===== src/rtl/reg_file_mp.sv =====
// Multi-ported integer register file with a per-register pending-write scoreboard.
// Optional write-first forwarding to the read ports is enabled by REGFILE_BYPASS_EN.
module reg_file_mp #(
  parameter int ADDR_LEN      = 5,
  parameter int DATA_WIDTH    = 32,
  parameter int REG_FILE_SIZE = 32,
  parameter int NUM_RD        = 2,
  parameter int NUM_WR        = 1
) (
  input  logic                         clk,
  input  logic                         nReset,
  input  logic [NUM_RD*ADDR_LEN-1:0]   rs,
  output logic [NUM_RD*DATA_WIDTH-1:0] rd,
  output logic [NUM_RD-1:0]            rd_busy,
  input  logic [NUM_WR-1:0]            wr_en,
  input  logic [NUM_WR*ADDR_LEN-1:0]   wr_addr,
  input  logic [NUM_WR*DATA_WIDTH-1:0] wr_data,
  input  logic                         issue_en,
  input  logic [ADDR_LEN-1:0]          issue_addr,
  output logic                         any_busy
);

  logic [DATA_WIDTH-1:0]    mem_q [REG_FILE_SIZE];
  logic [DATA_WIDTH-1:0]    mem_d [REG_FILE_SIZE];
  logic [REG_FILE_SIZE-1:0] busy_q;
  logic [REG_FILE_SIZE-1:0] busy_d;

  // Next-state of registers and scoreboard; later ports override earlier ones, issue overrides clear.
  always_comb begin
    mem_d  = mem_q;
    busy_d = busy_q;
    for (int r = 1; r < REG_FILE_SIZE; r++) begin
      for (int j = 0; j < NUM_WR; j++) begin
        mem_d[r]  = (wr_en[j] && (wr_addr[j*ADDR_LEN +: ADDR_LEN] == ADDR_LEN'(r)))
                    ? wr_data[j*DATA_WIDTH +: DATA_WIDTH] : mem_d[r];
        busy_d[r] = (wr_en[j] && (wr_addr[j*ADDR_LEN +: ADDR_LEN] == ADDR_LEN'(r)))
                    ? 1'b0 : busy_d[r];
      end
      busy_d[r] = (issue_en && (issue_addr == ADDR_LEN'(r))) ? 1'b1 : busy_d[r];
    end
    mem_d[0]  = '0;
    busy_d[0] = 1'b0;
  end

  // Register array and scoreboard state.
  always_ff @(posedge clk or negedge nReset) begin
    if (!nReset) begin
      for (int r = 0; r < REG_FILE_SIZE; r++) begin
        mem_q[r] <= '0;
      end
      busy_q <= '0;
    end else begin
      mem_q  <= mem_d;
      busy_q <= busy_d;
    end
  end

  for (genvar i = 0; i < NUM_RD; i++) begin : g_rd
    logic [ADDR_LEN-1:0]   ra_s;
    logic [DATA_WIDTH-1:0] data_s;
    logic                  busy_s;

    assign ra_s = rs[i*ADDR_LEN +: ADDR_LEN];

    // Read mux over valid registers; r0 and out-of-range addresses fall through to zero.
    always_comb begin
      data_s = '0;
      busy_s = 1'b0;
      for (int r = 1; r < REG_FILE_SIZE; r++) begin
        data_s = (ra_s == ADDR_LEN'(r)) ? mem_q[r]  : data_s;
        busy_s = (ra_s == ADDR_LEN'(r)) ? busy_q[r] : busy_s;
      end
`ifdef REGFILE_BYPASS_EN
      for (int r = 1; r < REG_FILE_SIZE; r++) begin
        for (int j = 0; j < NUM_WR; j++) begin
          data_s = ((ra_s == ADDR_LEN'(r)) && wr_en[j] &&
                    (wr_addr[j*ADDR_LEN +: ADDR_LEN] == ADDR_LEN'(r)))
                   ? wr_data[j*DATA_WIDTH +: DATA_WIDTH] : data_s;
          busy_s = ((ra_s == ADDR_LEN'(r)) && wr_en[j] &&
                    (wr_addr[j*ADDR_LEN +: ADDR_LEN] == ADDR_LEN'(r)))
                   ? 1'b0 : busy_s;
        end
      end
`else
      data_s = data_s;
`endif
      data_s = nReset ? data_s : '0;
      busy_s = nReset ? busy_s : 1'b0;
    end

    assign rd[i*DATA_WIDTH +: DATA_WIDTH] = data_s;
    assign rd_busy[i]                     = busy_s;
  end

  assign any_busy = |rd_busy;

endmodule


===== config.mk =====
export PLATFORM = sky130hd
export DESIGN_NAME = reg_file_mp
export DESIGN_NICKNAME = d
export VERILOG_FILES = /design/src/rtl/reg_file_mp.sv
export SDC_FILE = /design/constraint.sdc
export NUM_CORES = 2
export LEC_CHECK = 0
export ABC_AREA = 1
export BUFFER_PORTS_ARGS = -buffer_cell sky130_fd_sc_hd__buf_2
export CORE_MARGIN = 2
export CORE_UTILIZATION = 60
export DETAILED_ROUTE_END_ITERATION = 6
export GPL_TIMING_DRIVEN = 1
export HOLD_SLACK_MARGIN = 0.03
export PLACE_DENSITY = 0.76
export SLEW_MARGIN = 15
export SYNTH_ARGS = -nofsm -noshare
export SYNTH_HDL_FRONTEND = slang
export SYNTH_SLANG_ARGS = --single-unit

===== constraint.sdc =====
create_clock -name clk -period 2.8 [get_ports clk]
set_clock_uncertainty 0.15 [all_clocks]
set_input_delay 0.14 -clock clk [delete_from_list [all_inputs] [get_ports clk]]
set_output_delay 0.14 -clock clk [all_outputs]
set_load 0.01 [all_outputs]

==> out/qor.yml <==
grt_pass1_wl_mm: 329
fin_util_pct: 73.0
multi_input_comb_area_sq_um: 24500
ys_warn_count: 0
design_area_sq_um: 64500
syn_inst: 7536
max_slew_margin_pct: 19.9
ys_async_sr_fraction_pct: 100
status: "finished with violations"
p_switching_w: 0.0132
seqPwrFrac_pct: 46.6
hpwl_mm: 153
htreeDepth: 3
synthXorXnorAreaFrac_pct: 0
cpPeakStageDelay_ps: 390
hold_ws_ps: 74.2
clk_pin_slew_ps: 60
drv_cap: 0
finalCriticalPeriod_ps: 4060
timing.final.crit_share_pct: 145
path_cells: "nand4_1, nand3_1, nand2_2, nand4_1, nand2_1, nand4_1, nor2_1, nand4_1, nor2_2, nand4_1, nor2_2, nand4_1, nor2_2, nand4_1, nor2_1, buf_4, nand4_1, nand2_1, inv_1, buf_2"
rows: 109
synthAdderAreaFrac_pct: 0
cts.path.max_buffers: 3
routed_wl_mm: 220
synth_top_cell_area_share_pct: 48.0
ys_ff_latch: 1023
tightest_slew_ps: 1200
critPathKind: "reg -> out"
avgViaCountPerCell: 6.24
p_per_area_nw_per_um2: 660
first_global_vias: 54384
cp_max_fo: 2
slew_violations: 0
violations: "design-rule violations, negative setup slack"
cp.arrival_ps: 3770
crit_top_cell: "nand4_1"
antenna_found_initial: 13
gp_congestion: 1.06
ys_top_cells_by_area: "dfrtp_1, nand2_1, o21ai_0, nand4_1, nor2_1"
vdd_ir_drop_max_uv: 553
setup_ws_ps: -1260
cp-end-kind: "output pin"
syn_nets: 7592
synth_mux_area_share_pct: 0
drtIter0Drc: 8710
coreArea_sq_um: 88200
synthTopCellsByCount: "nand2_1, o21ai_0, dfrtp_1"
critPathTopFamily: "simple AND/OR/NAND/NOR gates"
synth_edf_count: 0
synth_cell_type_count: 31
fp.dieH_um: 302
detail-route-antenna-nets: 0
drtPass1Iterations: 7
yosysMostFrequentCell: "nand2_1"
n_fill_cell: 6964
p_int_w: 0.0293
cts_buffers: 109
wl_per_cell_um: 24.0
slowest_stage: "dfrtp_1"
avgSynthCellArea_sq_um: 7.07
synth_top_family_by_area: "simple AND/OR/NAND/NOR gates"
dieArea_sq_um: 91200
place_area_sq_um: 59000
yosysTopAreaCell: "dfrtp_1"
crit_required_ps: 2510
final_nets: 7949
cts_sinks: 1023
grt_usage_pct: 48.2
swShare_pct: 31.1
synth_ff_type: "dfrtp_1"
worst_skew_pair.late_latency_ps: 700
drc_errors: 5
portBuffers: 122
syn2layout_area_growth_pct: 20.9
path_buf_inv: 3
p_leak_nw: 30.5
initial_utilization_pct: 60.4
ios: 123
synth_compound_area_share_pct: 12.2
min_path_type: "in -> reg"
die_w_um: 302
worst_setup_path_start_kind: "register"
combinationalPowerShare_pct: 17.7
p_clk_share_pct: 35.7
yosysSeqAreaShare_pct: 48.0
seq_area_sq_um: 25600
vias: 57134
synthSimpleGateAreaFrac_pct: 31.7
final_layout_size_suffix_gt1_share_pct: 16.1
rsz0062_at_grt: "true"
timing.fmax_mhz: 246
grt_overflow: 0
hold_viol_final: 0
grt_max_degree: 163
syn-cell-area_sq_um: 53300
cts_tree: "done"
cts_root_buf: "clkbuf_16"
finalSetupViolCount: 67
==> timing repair <==
action,CTS,global route
pin swaps,66,158
hold buffers,52,0
hold endpoints to repair,1009,0
setup endpoints to repair,67,67
gates resized for setup,230,144
buffers inserted,2,9
==> worst paths after layout <==
kind                       startpoint    endpoint  slack (ps)  depth (start not counted)
setup / recovery           mem_q[969]      rd[41]       -1260                         20
hold / removal                  wr_en  busy_q[20]          70                          6
setup reg to reg           busy_q[16]  busy_q[16]        1390                          2
hold reg to reg             mem_q[15]   mem_q[15]         350                          2
max in group asynchronous      nReset  mem_q[855]        1150                          4
min in group asynchronous      nReset   mem_q[22]         100                          3
==> sequential cells by signal (all words and copies together) (netlist names) <==
register and count:
mem_q 992, busy_q 31
==> cell families after synthesis <==
kind of cell | count (synthesis)
flops | 1023
compound gates | 1283
simple gates | 4093
buf+inv | 1137
==> placed cells by master, fill, tap and decap left out, types with 100 or more instances in the layout <==
cell type  count
clkbuf_16    112
dfrtp_1     1022
inv_1        566
nor2_1       574
nand3_1      100
buf_4        494
nor2_2       159
o21ai_0     1157
nand4_1      465
nand2_1     2588
==> power groups by stage <==
stage | Sequential [W] | Clock, W | Combinational [W]
after global placement | 0.0198 | 0 | 0.00658
after floorplan | 0.0194 | 0 | 0.00395
final | 0.0198 | 0.0152 | 0.00753
after CTS | 0.0197 | 0.0151 | 0.00715
after global routing | 0.0201 | 0.0158 | 0.00830
after detailed placement | 0.0199 | 0 | 0.00682
==> metal layers <==
layer  up-vias  wire length (um)  global-route usage [%]
met2      4568             90200                    68.1
li1      24839                 -                       -
met1     26657             78600                    63.3
met5         -               329                    1.55
met3      1054             34600                    17.1
met4        16             16400                    29.6
==> metrics by stage <==
stage	setup TNS, ps	worst slack [ps]	cells	total power (W)
after floorplan	0	375	7536	0.0233
after global placement	-50480	-1020	8892	0.0264
after detailed placement	-52030	-1010	8892	0.0267
after CTS	-53540	-1060	9145	0.0420
after global routing	-66700	-1280	9152	0.0442
final	-56130	-1260	9158	0.0425
==> layout make-up <==
| type | count | area share, % |
|---|---|---|
| antenna | 10 | 0.0388 |
| clock buffer | 173 | 5.19 |
| clock inverter | 28 | 0.575 |
| inverter | 623 | 3.65 |
| multi-input combinational | 5376 | 38.0 |
| sequential | 1023 | 39.7 |
| tap | 1165 | 2.26 |
| timing repair buffer | 760 | 10.5 |
==> worst register-to-register path, delay by kind of cell, from the launching register on <==
kind / cells / cell delay [ps]
buffers and inverters: 1 / 550
DFF: 1 / 390
AOI/OAI and AO/OA: 1 / 210
No activity file was read; power rests on OpenSTA's default activity.
